`src/rtl/ysyx_22040127_key_finder_pkg.sv`:
```
// Shared definitions for the reverse key lookup block.
// Latency: n/a (types and constants only).
// Backpressure: n/a.
//
// Contents:
//   kf_state_e  - lookup controller states (IDLE / SCAN / RESP)
//   KF_MISS_KEY - key reported on a miss when no default key is configured
//
// Table entries are kept as separate valid/key/data arrays inside the table
// module, because a struct whose field widths follow module parameters cannot
// be declared portably in a package.
package ysyx_22040127_keyfind_pkg;

    typedef enum logic [1:0] {
        ST_IDLE = 2'd0,
        ST_SCAN = 2'd1,
        ST_RESP = 2'd2
    } kf_state_e;

    localparam int KF_MISS_KEY = 0;

endpackage

```
`src/rtl/ysyx_22040127_key_finder_if.sv`:
```
// Bundle of table-write, lookup-request and lookup-response signals.
// Latency: n/a (wiring only).
// Backpressure: req_valid/req_ready and resp_valid/resp_ready handshakes.
//
// Modports:
//   master - drives writes/clears/requests, consumes responses
//   slave  - the key finder itself
// Build option YSYX_22040127_KEYFIND_DEFAULT_EN adds def_key (the key
// reported on a miss).
interface ysyx_22040127_key_finder_if #(
    parameter int NR_KEY   = 8,
    parameter int KEY_LEN  = 4,
    parameter int DATA_LEN = 64,
    parameter int IDX_LEN  = $clog2(NR_KEY)
);
    // table maintenance
    logic                wr_en;
    logic [IDX_LEN-1:0]  wr_idx;
    logic [KEY_LEN-1:0]  wr_key;
    logic [DATA_LEN-1:0] wr_data;
    logic                clr_all;

    // lookup request
    logic                req_valid;
    logic                req_ready;
    logic [DATA_LEN-1:0] req_data;

    // lookup response
    logic                resp_valid;
    logic                resp_ready;
    logic                resp_hit;
    logic [KEY_LEN-1:0]  resp_key;
    logic [IDX_LEN-1:0]  resp_idx;

`ifdef YSYX_22040127_KEYFIND_DEFAULT_EN
    logic [KEY_LEN-1:0]  def_key;

    modport master (
        output wr_en, wr_idx, wr_key, wr_data, clr_all,
        output req_valid, req_data, resp_ready, def_key,
        input  req_ready, resp_valid, resp_hit, resp_key, resp_idx
    );

    modport slave (
        input  wr_en, wr_idx, wr_key, wr_data, clr_all,
        input  req_valid, req_data, resp_ready, def_key,
        output req_ready, resp_valid, resp_hit, resp_key, resp_idx
    );
`else
    modport master (
        output wr_en, wr_idx, wr_key, wr_data, clr_all,
        output req_valid, req_data, resp_ready,
        input  req_ready, resp_valid, resp_hit, resp_key, resp_idx
    );

    modport slave (
        input  wr_en, wr_idx, wr_key, wr_data, clr_all,
        input  req_valid, req_data, resp_ready,
        output req_ready, resp_valid, resp_hit, resp_key, resp_idx
    );
`endif

endinterface

```
`src/rtl/ysyx_22040127_key_table.sv`:
```
// Key/data storage with one write port, a global clear and one registered read port.
// Latency: writes land on the next edge; read data appears one edge after rd_idx.
// Backpressure: none; accepts a write and a read every cycle.
//
// Ports:
//   clk, rst            clock, asynchronous active-high reset (clears valid bits)
//   wr_en/wr_idx/...    write key+data into entry wr_idx and mark it valid
//   clr_all             invalidate every entry (wins over wr_en)
//   rd_idx              entry to read
//   rd_valid/key/data   registered contents of entry rd_idx as they stood
//                       before the capturing edge
module ysyx_22040127_key_table #(
    parameter int NR_KEY   = 8,
    parameter int KEY_LEN  = 4,
    parameter int DATA_LEN = 64,
    parameter int IDX_LEN  = $clog2(NR_KEY)
) (
    input  logic                clk,
    input  logic                rst,
    input  logic                wr_en,
    input  logic [IDX_LEN-1:0]  wr_idx,
    input  logic [KEY_LEN-1:0]  wr_key,
    input  logic [DATA_LEN-1:0] wr_data,
    input  logic                clr_all,
    input  logic [IDX_LEN-1:0]  rd_idx,
    output logic                rd_valid,
    output logic [KEY_LEN-1:0]  rd_key,
    output logic [DATA_LEN-1:0] rd_data
);

    logic [NR_KEY-1:0]   vld_q;
    logic [KEY_LEN-1:0]  key_q  [NR_KEY];
    logic [DATA_LEN-1:0] data_q [NR_KEY];

    // Valid bits are the only state that must be defined after reset.
    // A clear arriving on the same edge as a read also kills that read, so
    // once clr_all has been seen no later compare can hit.
    always_ff @(posedge clk or posedge rst) begin
        if (rst) begin
            vld_q    <= '0;
            rd_valid <= 1'b0;
        end else begin
            if (clr_all) begin
                vld_q <= '0;
            end else if (wr_en) begin
                vld_q[wr_idx] <= 1'b1;
            end
            rd_valid <= vld_q[rd_idx] && !clr_all;
        end
    end

    // Key/data fields are don't-care while invalid, so they carry no reset.
    // The read samples pre-edge contents: a write to the entry being read in
    // the same cycle is only visible to later reads.
    always_ff @(posedge clk) begin
        if (wr_en && !clr_all) begin
            key_q[wr_idx]  <= wr_key;
            data_q[wr_idx] <= wr_data;
        end
        rd_key  <= key_q[rd_idx];
        rd_data <= data_q[rd_idx];
    end

endmodule

```
`src/rtl/ysyx_22040127_key_finder.sv`:
```
// Reverse lookup: finds the lowest-index valid table entry whose data equals req_data.
// Latency: hit at entry i -> resp_valid 2+i cycles after accept; miss -> NR_KEY+1 cycles.
// Backpressure: one lookup in flight; req_ready low until the response is taken.
//
// Ports:
//   clk, rst  clock, asynchronous active-high reset (aborts any lookup)
//   kf        slave side of ysyx_22040127_key_finder_if (writes, request, response)
// Build option YSYX_22040127_KEYFIND_DEFAULT_EN: a miss reports kf.def_key,
// passed through combinationally while the response is presented; otherwise a
// miss reports key 0. A miss always reports index NR_KEY-1.
module ysyx_22040127_key_finder
    import ysyx_22040127_keyfind_pkg::*;
#(
    parameter int NR_KEY   = 8,
    parameter int KEY_LEN  = 4,
    parameter int DATA_LEN = 64,
    parameter int IDX_LEN  = $clog2(NR_KEY)
) (
    input logic                      clk,
    input logic                      rst,
    ysyx_22040127_key_finder_if.slave kf
);

    localparam logic [1:0] IDLE = ST_IDLE;
    localparam logic [1:0] SCAN = ST_SCAN;
    localparam logic [1:0] RESP = ST_RESP;

    localparam logic [IDX_LEN-1:0] LAST_IDX = IDX_LEN'(NR_KEY - 1);

    logic [1:0]          state_q;
    logic [IDX_LEN-1:0]  scan_idx_q;   // entry being read from the table
    logic [IDX_LEN-1:0]  cmp_idx_q;    // entry whose read data is compared now
    logic                cmp_live_q;   // table read data belongs to this lookup
    logic [DATA_LEN-1:0] req_data_q;
    logic                resp_hit_q;
    logic [KEY_LEN-1:0]  resp_key_q;
    logic [IDX_LEN-1:0]  resp_idx_q;

    logic                tbl_valid;
    logic [KEY_LEN-1:0]  tbl_key;
    logic [DATA_LEN-1:0] tbl_data;
    logic                cmp_hit;
    logic                cmp_last;

    ysyx_22040127_key_table #(
        .NR_KEY   (NR_KEY),
        .KEY_LEN  (KEY_LEN),
        .DATA_LEN (DATA_LEN),
        .IDX_LEN  (IDX_LEN)
    ) u_table (
        .clk      (clk),
        .rst      (rst),
        .wr_en    (kf.wr_en),
        .wr_idx   (kf.wr_idx),
        .wr_key   (kf.wr_key),
        .wr_data  (kf.wr_data),
        .clr_all  (kf.clr_all),
        .rd_idx   (scan_idx_q),
        .rd_valid (tbl_valid),
        .rd_key   (tbl_key),
        .rd_data  (tbl_data)
    );

    // The read port is registered, so the scan is a two-stage pipeline:
    // scan_idx_q issues reads, cmp_idx_q tracks the entry being compared.
    // Scanning stops at the first hit, which gives lowest-index priority.
    assign cmp_hit  = cmp_live_q && tbl_valid && (tbl_data == req_data_q);
    assign cmp_last = cmp_live_q && (cmp_idx_q == LAST_IDX);

    always_ff @(posedge clk or posedge rst) begin
        if (rst) begin
            state_q    <= IDLE;
            scan_idx_q <= '0;
            cmp_idx_q  <= '0;
            cmp_live_q <= 1'b0;
            req_data_q <= '0;
            resp_hit_q <= 1'b0;
            resp_key_q <= '0;
            resp_idx_q <= '0;
        end else begin
            case (state_q)
                IDLE: begin
                    if (kf.req_valid) begin
                        req_data_q <= kf.req_data;
                        scan_idx_q <= '0;
                        cmp_live_q <= 1'b0;
                        state_q    <= SCAN;
                    end
                end

                SCAN: begin
                    cmp_idx_q  <= scan_idx_q;
                    cmp_live_q <= 1'b1;
                    // Saturate rather than wrap; the compare stage ends the scan.
                    if (scan_idx_q != LAST_IDX) begin
                        scan_idx_q <= scan_idx_q + IDX_LEN'(1);
                    end

                    if (cmp_hit) begin
                        resp_hit_q <= 1'b1;
                        resp_key_q <= tbl_key;
                        resp_idx_q <= cmp_idx_q;
                        cmp_live_q <= 1'b0;
                        state_q    <= RESP;
                    end else if (cmp_last) begin
                        resp_hit_q <= 1'b0;
                        resp_key_q <= KEY_LEN'(KF_MISS_KEY);
                        resp_idx_q <= LAST_IDX;
                        cmp_live_q <= 1'b0;
                        state_q    <= RESP;
                    end
                end

                RESP: begin
                    if (kf.resp_ready) begin
                        state_q <= IDLE;
                    end
                end

                default: state_q <= IDLE;
            endcase
        end
    end

    assign kf.req_ready  = (state_q == IDLE);
    assign kf.resp_valid = (state_q == RESP);
    assign kf.resp_hit   = resp_hit_q;
    assign kf.resp_idx   = resp_idx_q;

`ifdef YSYX_22040127_KEYFIND_DEFAULT_EN
    // def_key is not latched: the consumer sees whatever it drives at the
    // handshake cycle.
    assign kf.resp_key = (state_q == RESP && !resp_hit_q) ? kf.def_key : resp_key_q;
`else
    assign kf.resp_key = resp_key_q;
`endif

endmodule

```
`src/flat_wrapper.sv`:
```
// flat-port wrapper written by rule: the top's interface ports become plain ports
module ysyx_22040127_key_finder_flat import ysyx_22040127_keyfind_pkg::*;
#(
    parameter int NR_KEY   = 8,
    parameter int KEY_LEN  = 4,
    parameter int DATA_LEN = 64,
    parameter int IDX_LEN  = $clog2(NR_KEY)
)
  (clk, rst, kf_wr_en, kf_wr_idx, kf_wr_key, kf_wr_data, kf_clr_all, kf_req_valid, kf_req_data, kf_resp_ready, kf_req_ready, kf_resp_valid, kf_resp_hit, kf_resp_key, kf_resp_idx);
  ysyx_22040127_key_finder_if #(.NR_KEY(NR_KEY), .KEY_LEN(KEY_LEN), .DATA_LEN(DATA_LEN), .IDX_LEN(IDX_LEN)) kf_i ();
  input logic clk;
  input logic rst;
  input wire logic [$bits(kf_i.wr_en)-1:0] kf_wr_en;
  input wire logic [$bits(kf_i.wr_idx)-1:0] kf_wr_idx;
  input wire logic [$bits(kf_i.wr_key)-1:0] kf_wr_key;
  input wire logic [$bits(kf_i.wr_data)-1:0] kf_wr_data;
  input wire logic [$bits(kf_i.clr_all)-1:0] kf_clr_all;
  input wire logic [$bits(kf_i.req_valid)-1:0] kf_req_valid;
  input wire logic [$bits(kf_i.req_data)-1:0] kf_req_data;
  input wire logic [$bits(kf_i.resp_ready)-1:0] kf_resp_ready;
  output wire logic [$bits(kf_i.req_ready)-1:0] kf_req_ready;
  output wire logic [$bits(kf_i.resp_valid)-1:0] kf_resp_valid;
  output wire logic [$bits(kf_i.resp_hit)-1:0] kf_resp_hit;
  output wire logic [$bits(kf_i.resp_key)-1:0] kf_resp_key;
  output wire logic [$bits(kf_i.resp_idx)-1:0] kf_resp_idx;
  assign kf_i.wr_en = kf_wr_en;
  assign kf_i.wr_idx = kf_wr_idx;
  assign kf_i.wr_key = kf_wr_key;
  assign kf_i.wr_data = kf_wr_data;
  assign kf_i.clr_all = kf_clr_all;
  assign kf_i.req_valid = kf_req_valid;
  assign kf_i.req_data = kf_req_data;
  assign kf_i.resp_ready = kf_resp_ready;
  assign kf_req_ready = kf_i.req_ready;
  assign kf_resp_valid = kf_i.resp_valid;
  assign kf_resp_hit = kf_i.resp_hit;
  assign kf_resp_key = kf_i.resp_key;
  assign kf_resp_idx = kf_i.resp_idx;
  ysyx_22040127_key_finder #(.NR_KEY(NR_KEY), .KEY_LEN(KEY_LEN), .DATA_LEN(DATA_LEN), .IDX_LEN(IDX_LEN)) u_core (.clk(clk), .rst(rst), .kf(kf_i));
endmodule
```
`config.mk`:
```
export PLATFORM = sky130hd
export DESIGN_NAME = ysyx_22040127_key_finder_flat
export DESIGN_NICKNAME = d
export VERILOG_FILES = /design/src/rtl/ysyx_22040127_key_finder_pkg.sv /design/src/rtl/ysyx_22040127_key_finder_if.sv /design/src/rtl/ysyx_22040127_key_table.sv /design/src/rtl/ysyx_22040127_key_finder.sv /design/src/flat_wrapper.sv
export SDC_FILE = /design/constraint.sdc
export NUM_CORES = 1
export LEC_CHECK = 0
export BUFFER_PORTS_ARGS = -buffer_cell sky130_fd_sc_hd__buf_4
export CELL_PAD_IN_SITES_DETAIL_PLACEMENT = 0
export CELL_PAD_IN_SITES_GLOBAL_PLACEMENT = 2
export CORE_MARGIN = 5
export CORE_UTILIZATION = 43
export DETAILED_ROUTE_END_ITERATION = 6
export GPL_TIMING_DRIVEN = 1
export PLACE_DENSITY_LB_ADDON = 0.1
export SKIP_CTS_REPAIR_TIMING = 1
export SLEW_MARGIN = 25
export SYNTH_ARGS = -nofsm -noshare
export SYNTH_HDL_FRONTEND = slang
export SYNTH_HIERARCHICAL = 1
export SYNTH_SLANG_ARGS = --single-unit
```
`constraint.sdc`:
```
create_clock -name clk -period 2.2 [get_ports clk]
set_input_delay 0.11 -clock clk [delete_from_list [all_inputs] [get_ports clk]]
set_output_delay 0.11 -clock clk [all_outputs]
set_load 0.02 [all_outputs]
```
-- Yosys cells after proc, flatten, opt, wreduce, memory -nomap -nowiden
Memories as Yosys holds them, arrays and structs flattened. A register that Yosys moved wholly into a read port is not among the register bits.
Index checks and enable logic that the tools add are counted.
- shift operators: 0
- muxes and demuxes: 26
- add/sub/neg operators: 1
- $lt $le $gt $ge: 3
- reduce and logical (&&, ||, !) cells: 16
- multipliers: 0
- eq/ne operators: 9
- divide/modulo/power cells: 0
- bitwise operators: 1
- operators by type and width (cell ; number):
    $eq 64x64->1 ; 1
    $mux 8 ; 2
    $mux 3 ; 4
    $mux 1 ; 9
    $lt 3x4->1 const B ; 2
    $mux 2 ; 4
    $mux 4 ; 2
    $or 8x8->8 ; 1
    $logic_and 1x1->1 ; 6
    $pmux 2 s3 ; 1
    $pmux 3 s2 ; 1
    $reduce_and 2->1 ; 3
    $reduce_and 3->1 ; 2
    $reduce_bool 2->1 ; 3
    $ne 2x2->1 const B ; 2
    $add 3x1->3 const B ; 1
    $bmux 1 s3 ; 1
    $demux 1 s3 ; 1
    $eq 3x3->1 const B ; 1
    $ge 3x1->1 const B ; 1
    $ne 3x1->1 const B ; 1
    $ne 3x3->1 const B ; 1
    $eq 2x1->1 const B ; 1
    $eq 2x2->1 const B ; 1
    other kinds (4) ; 4
- latch bits: 0
- RAM bits: 544
- bits in read-only memories: 0
- memories: 2
- output and inout port bits: 10
- logic and storage cells: 68
- register bits after elaboration: 90
- bits of input ports: 141
- memories (name ; words ; bits a word ; read ports ; clocked after memory_dff ; wr ports ; RTL line ; RTL):
    u_core.u_table.data_q ; 8 ; 64 ; 1 ; 1 ; 1 ; ysyx_22040127_key_table.sv:33 ; logic [DATA_LEN-1:0] data_q [NR_KEY];
    u_core.u_table.key_q ; 8 ; 4 ; 1 ; 1 ; 1 ; ysyx_22040127_key_table.sv:32 ; logic [KEY_LEN-1:0] key_q [NR_KEY];

-- Depth between registers and ports, before layout
- word-level depth: 7
- mapped depth: 7
- mapped depth without buffers: 6

-- Cells and area by module
Netlist, hierarchy kept.
- modules (own cells, without submodules) (module ; cells an instance ; area each (µm²) ; sequential area each (µm²) ; instances):
    ysyx_22040127_key_table ; 894 ; 22208.8 ; 17922.2 ; 1
    ysyx_22040127_key_finder ; 335 ; 4038.9 ; 2026.9 ; 1

-- Worst setup path after synthesis
No wires, ideal clock.
- path type: input -> register
- start: in kf_wr_idx[0]
- end: mem u_core.u_table.data_q[0][0], enable pin
- arrival time: 5294 ps
- setup time: 581 ps
- setup slack: -3675 ps
- stages: 2
- buffers on the path: 0
- path through: or3b_2 nor3_1
- RTL lines (what ; RTL line ; RTL):
    from (decl) ; flat_wrapper.sv:14 ; input wire logic [$bits(kf_i.wr_idx)-1:0] kf_wr_idx;
    to (decl) ; ysyx_22040127_key_table.sv:33 ;
No word-level cell before the write port.

-- Final worst setup path
- start: reg u_core.req_data_q[40]
- end: reg u_core.resp_key_q[1], in the netlist u_core/kf.resp_key[1]
- cells in the longest elaborated chain, start to end: 4
- RTL lines (what ; RTL line ; RTL):
    from (decl) ; ysyx_22040127_key_finder.sv:34 ; logic [DATA_LEN-1:0] req_data_q;
    from (signal assigned) ; ysyx_22040127_key_finder.sv:84 ; req_data_q <= kf.req_data;
    $eq 64x64->1 * ; ysyx_22040127_key_finder.sv:67 ; assign cmp_hit = cmp_live_q && tbl_valid && (tbl_data == req_data_q);
    $logic_and 1x1->1 * ; ysyx_22040127_key_finder.sv:67 ;
    $reduce_bool 2->1 (no source line) ; n/a ;
    $reduce_and 2->1 (no source line) ; n/a ;
    to (signal assigned) ; ysyx_22040127_key_finder.sv:101 ; resp_key_q <= tbl_key;
    to (signal assigned) ; ysyx_22040127_key_finder.sv:107 ; resp_key_q <= KEY_LEN'(KF_MISS_KEY);
    to (decl) ; ysyx_22040127_key_finder.sv:36 ; logic [KEY_LEN-1:0] resp_key_q;
Mark *: on every way between the ends. The rest lies on a longest branch, timed or not.
A chain may end at the register's enable or synchronous reset.

==> run summary <==
DR pass1 iterations = 5
Mapped Area = 26200 um^2
Layout Skew = 0.0188 ns
Worst slew margin = 58.2%
Cell taking the most area after synthesis = edfxtp_1
# setup viols final = 7
Num rows = 90
Max Freq = 447 MHz
Worst skew pair latency = 0.59 ns
Top-area cell type share of the netlist area = 62.2%
Setup WS pre-CTS = -0.380 ns
Yosys cell types = 47
Core area = 60400 um^2
WP depth = 8
Tot GR Track Use = 18.4%
Failing checks = negative setup slack
Yosys warning count = 6
Status = complete, but fails checks
Vias in the first global route = 12995
Final WS setup = -0.0375 ns
Synth Flop Type = edfxtp_1
Reg2reg start = u_core/req_data_q[40]$_DFFE_PP0P_
Initial core utilization = 43.5%
Final hold viol count = 0
CTS Root Buffer Type = clkbuf_16
CP Capture Type = flip-flop
Worst hold stages = 3
Initial antenna violation count = 4
Top post-synthesis cells by area = edfxtp_1, mux4_2, dfrtp_1, mux2_2, dfxtp_1
Die area = 66100 um^2
Pwr per Cell Area = 1190 nW/um^2
IO Port Bufs = 150
Via density = 5.25
DR vias = 12943
Min-delay src = kf_wr_idx[1]
Register-to-Register Path Depth = 8
Crit Path Class = reg -> reg
Total global routing overflow = 0
Slew @ Worst Pin = 0.625 ns
Drt wl/cell = 25.0 um
Clock Path Buffers = 3
Tmin final = 2.24 ns
Crit path DAT = 2.70 ns
GPL Wtd Cong = 0.749
Clk sink count = 702
Slowest cell on crit path = nor4_2
RSZ-0062 raised after global routing = yes
Hold/Removal Path Class = in -> reg
Slew Limit Fails = 0
Area delta synth->final = 25.6%
Die X = 257 um
Hold worst-path end = u_core/u_table/data_q[1][61]$_DFFE_PP_
WL final = 61700 um
H-tree levels = 3
Max VDD drop = 0.655 mV
Max Cap Viol = 0
Worst R2R Setup Slack = -0.04 ns
Crit-path cells = xor2_1 > nor4_2 > buf_4 > nand4_1 > nor4_4 > buf_6 > a21oi_1 > a311o_1
Final HPWL DP = 39700 um
DRC Markers = 0
Pleak = 11.6 nW
Number of synthesized register bits = 702
Syn Inst Count = 1229
TNS Setup = -0.125 ns
Largest net degree at the start of global routing = 47
Ratio of cells with drive above 1 in the final layout = 36.9%
Startpoint Class = flip-flop
Syn nets = 1372
Starting DRT DRC Count = 720
DIE HEIGHT = 257 um
Final core utilization = 54.6%
CTS tree = done
Crit path from = u_core/req_data_q[40]$_DFFE_PP0P_
Worst Path Required = 2.67 ns
Crit-path max FO = 7
Number of synthesized flops with an enable pin = 544
# nets final = 1763
Worst path max stage delay = 0.43 ns
Min Hold Slack = 0.0802 ns
First-pass GRT wire length = 89300 um
Average cell area after synthesis = 21.4 um^2
TritonCTS Buffers = 74
CP top delay family = simple AND/OR/NAND/NOR gates
I/O pin count = 151
FF-to-FF End = u_core/kf.resp_key[1]$_DFFE_PP0P_
Ys async rst share = 12.8%
Period utilization = 102%
Sequential fraction of the synthesis area = 76.0%
Worst path bufs/invs = 2
CTS clk-pin slew, worst paths = 0.06 ns
Antenna viol nets, final = 0
-- placed cells by master, fill, tap and decap left out, types with 3 or more instances in the layout --
cell type | Yosys | routed
a2111oi_2 | 6 | 6
a211oi_2 | 0 | 5
a21o_1 | 9 | 9
a21oi_1 | 5 | 3
a22o_1 | 3 | 3
a311o_1 | 4 | 4
and2_1 | 6 | 4
buf_12 | 0 | 39
buf_4 | 0 | 188
bufinv_16 | 0 | 4
clkbuf_1 | 18 | 30
clkbuf_16 | 0 | 79
clkbuf_8 | 0 | 4
clkinv_1 | 1 | 14
clkinv_2 | 0 | 4
dfrtp_1 | 90 | 87
dfrtp_4 | 0 | 3
dfxtp_1 | 68 | 68
diode_2 | 0 | 4
dlygate4sd3_1 | 0 | 136
edfxtp_1 | 544 | 544
inv_1 | 15 | 14
mux2_2 | 128 | 128
mux4_2 | 137 | 137
nand2_1 | 24 | 24
nand2b_1 | 7 | 7
nand4_1 | 6 | 6
nor2_1 | 16 | 10
nor2_4 | 0 | 6
nor2b_1 | 20 | 20
nor4_1 | 8 | 7
o21ai_0 | 6 | 6
xnor2_1 | 6 | 6
xor2_1 | 37 | 37
-- cells by family after synthesis --
group / count (synthesis) / synth area share [%]
adders and majority gates: 2 / 0.0953
xor gates and xnor gates: 43 / 1.43
DFF: 702 / 76.0
AOI/OAI and AO/OA: 49 / 1.57
buffers and inverters: 66 / 1.40
muxes: 266 / 17.3
and+or+nand+nor: 101 / 2.21
-- worst register-to-register path, cell delays in order (launching register included) --
cell	delay, ns
dfrtp_1	0.39
xor2_1	0.17
nor4_2	0.43
buf_4	0.19
nand4_1	0.13
nor4_4	0.28
buf_6	0.18
a21oi_1	0.07
a311o_1	0.27
-- synthesized netlist by cell type, types with 3 or more instances --
master and count:
clkbuf_1 18, a311o_1 4, and2_1 6, o21ai_0 6, nor4_1 8, nand2_1 24
dfxtp_1 68, buf_1 11, buf_6 15, inv_1 15, edfxtp_1 544, xnor2_1 6
a2111oi_2 6, a21o_1 9, nor2_1 16, nor3_1 3, buf_2 6, mux2_2 128
a211oi_1 6, nor2b_1 20, mux4_2 137, xor2_1 37, a21oi_1 5, nand4_1 6
dfrtp_1 90, nand2b_1 7, a22o_1 3
-- cell type report --
cell class / count / area [um^2]
fillers: 4668 / 27400
flip-flops and latches: 702 / 20000
multi-input cells: 461 / 6040
repair buffers: 365 / 3580
clock buffers: 113 / 2140
well taps: 782 / 978
clock inverters: 22 / 198
inverters: 16 / 62.6
diodes: 4 / 10.0
-- worst max path at each step --
stage | end | slack, ns
4_1_cts | u_core/kf.resp_key[1]$_DFFE_PP0P_ | -0.40
3_5_place_dp | u_core/kf.resp_key[1]$_DFFE_PP0P_ | -0.38
5_1_grt | u_core/kf.resp_idx[0]$_DFFE_PP0P_ | -0.14
6_report | u_core/kf.resp_key[1]$_DFFE_PP0P_ | -0.04
3_3_place_gp | u_core/kf.resp_key[1]$_DFFE_PP0P_ | -0.31
2_1_floorplan | u_core/u_table/data_q[2][0]$_DFFE_PP_ | -0.59
-- metal layers --
metal | global-route usage [%] | part of all wire [%] | up-vias
li1 | - | - | 5768
met1 | 26.3 | 45 | 6819
met2 | 29.6 | 49 | 284
met3 | 3.66 | 4.4 | 70
met4 | 4.47 | 1.6 | 2
met5 | 0 | 0.011 | -
-- sequential cells by signal, indices dropped and copies added, names as in the netlist --
name,cells
u_core/cmp_idx_q,3
u_core/scan_idx_q,3
u_core/u_table/rd_valid,1
u_core/u_table/vld_q,8
u_core/cmp_live_q,1
u_core/kf.resp_idx,3
u_core/u_table/key_q,32
u_core/kf.resp_hit,1
u_core/kf.resp_key,4
u_core/state_q,2
u_core/u_table/rd_data,64
u_core/u_table/data_q,512
u_core/u_table/rd_key,4
u_core/req_data_q,64
-- metrics by stage --
| stage | total power, mW | area [um^2] | cells |
|---|---|---|---|
| floorplan | 23.7 | 26300 | 1229 |
| global placement | 27.4 | 29200 | 2190 |
| detailed placement | 27.4 | 29200 | 2190 |
| CTS | 39.6 | 31600 | 2325 |
| global route | 41.0 | 33000 | 2463 |
| finish | 39.2 | 33000 | 2465 |
-- where the power goes --
group / total, mW / internal, mW / switching [mW] / leakage, nW
combinational: 10.2 / 5.55 / 4.61 / 3.85
sequential: 17.0 / 15.9 / 1.05 / 6.59
clock: 12.0 / 7.18 / 4.84 / 1.13
total: 39.2 / 28.7 / 10.5 / 11.6
Note: power is estimated with default switching activity, not from simulation.
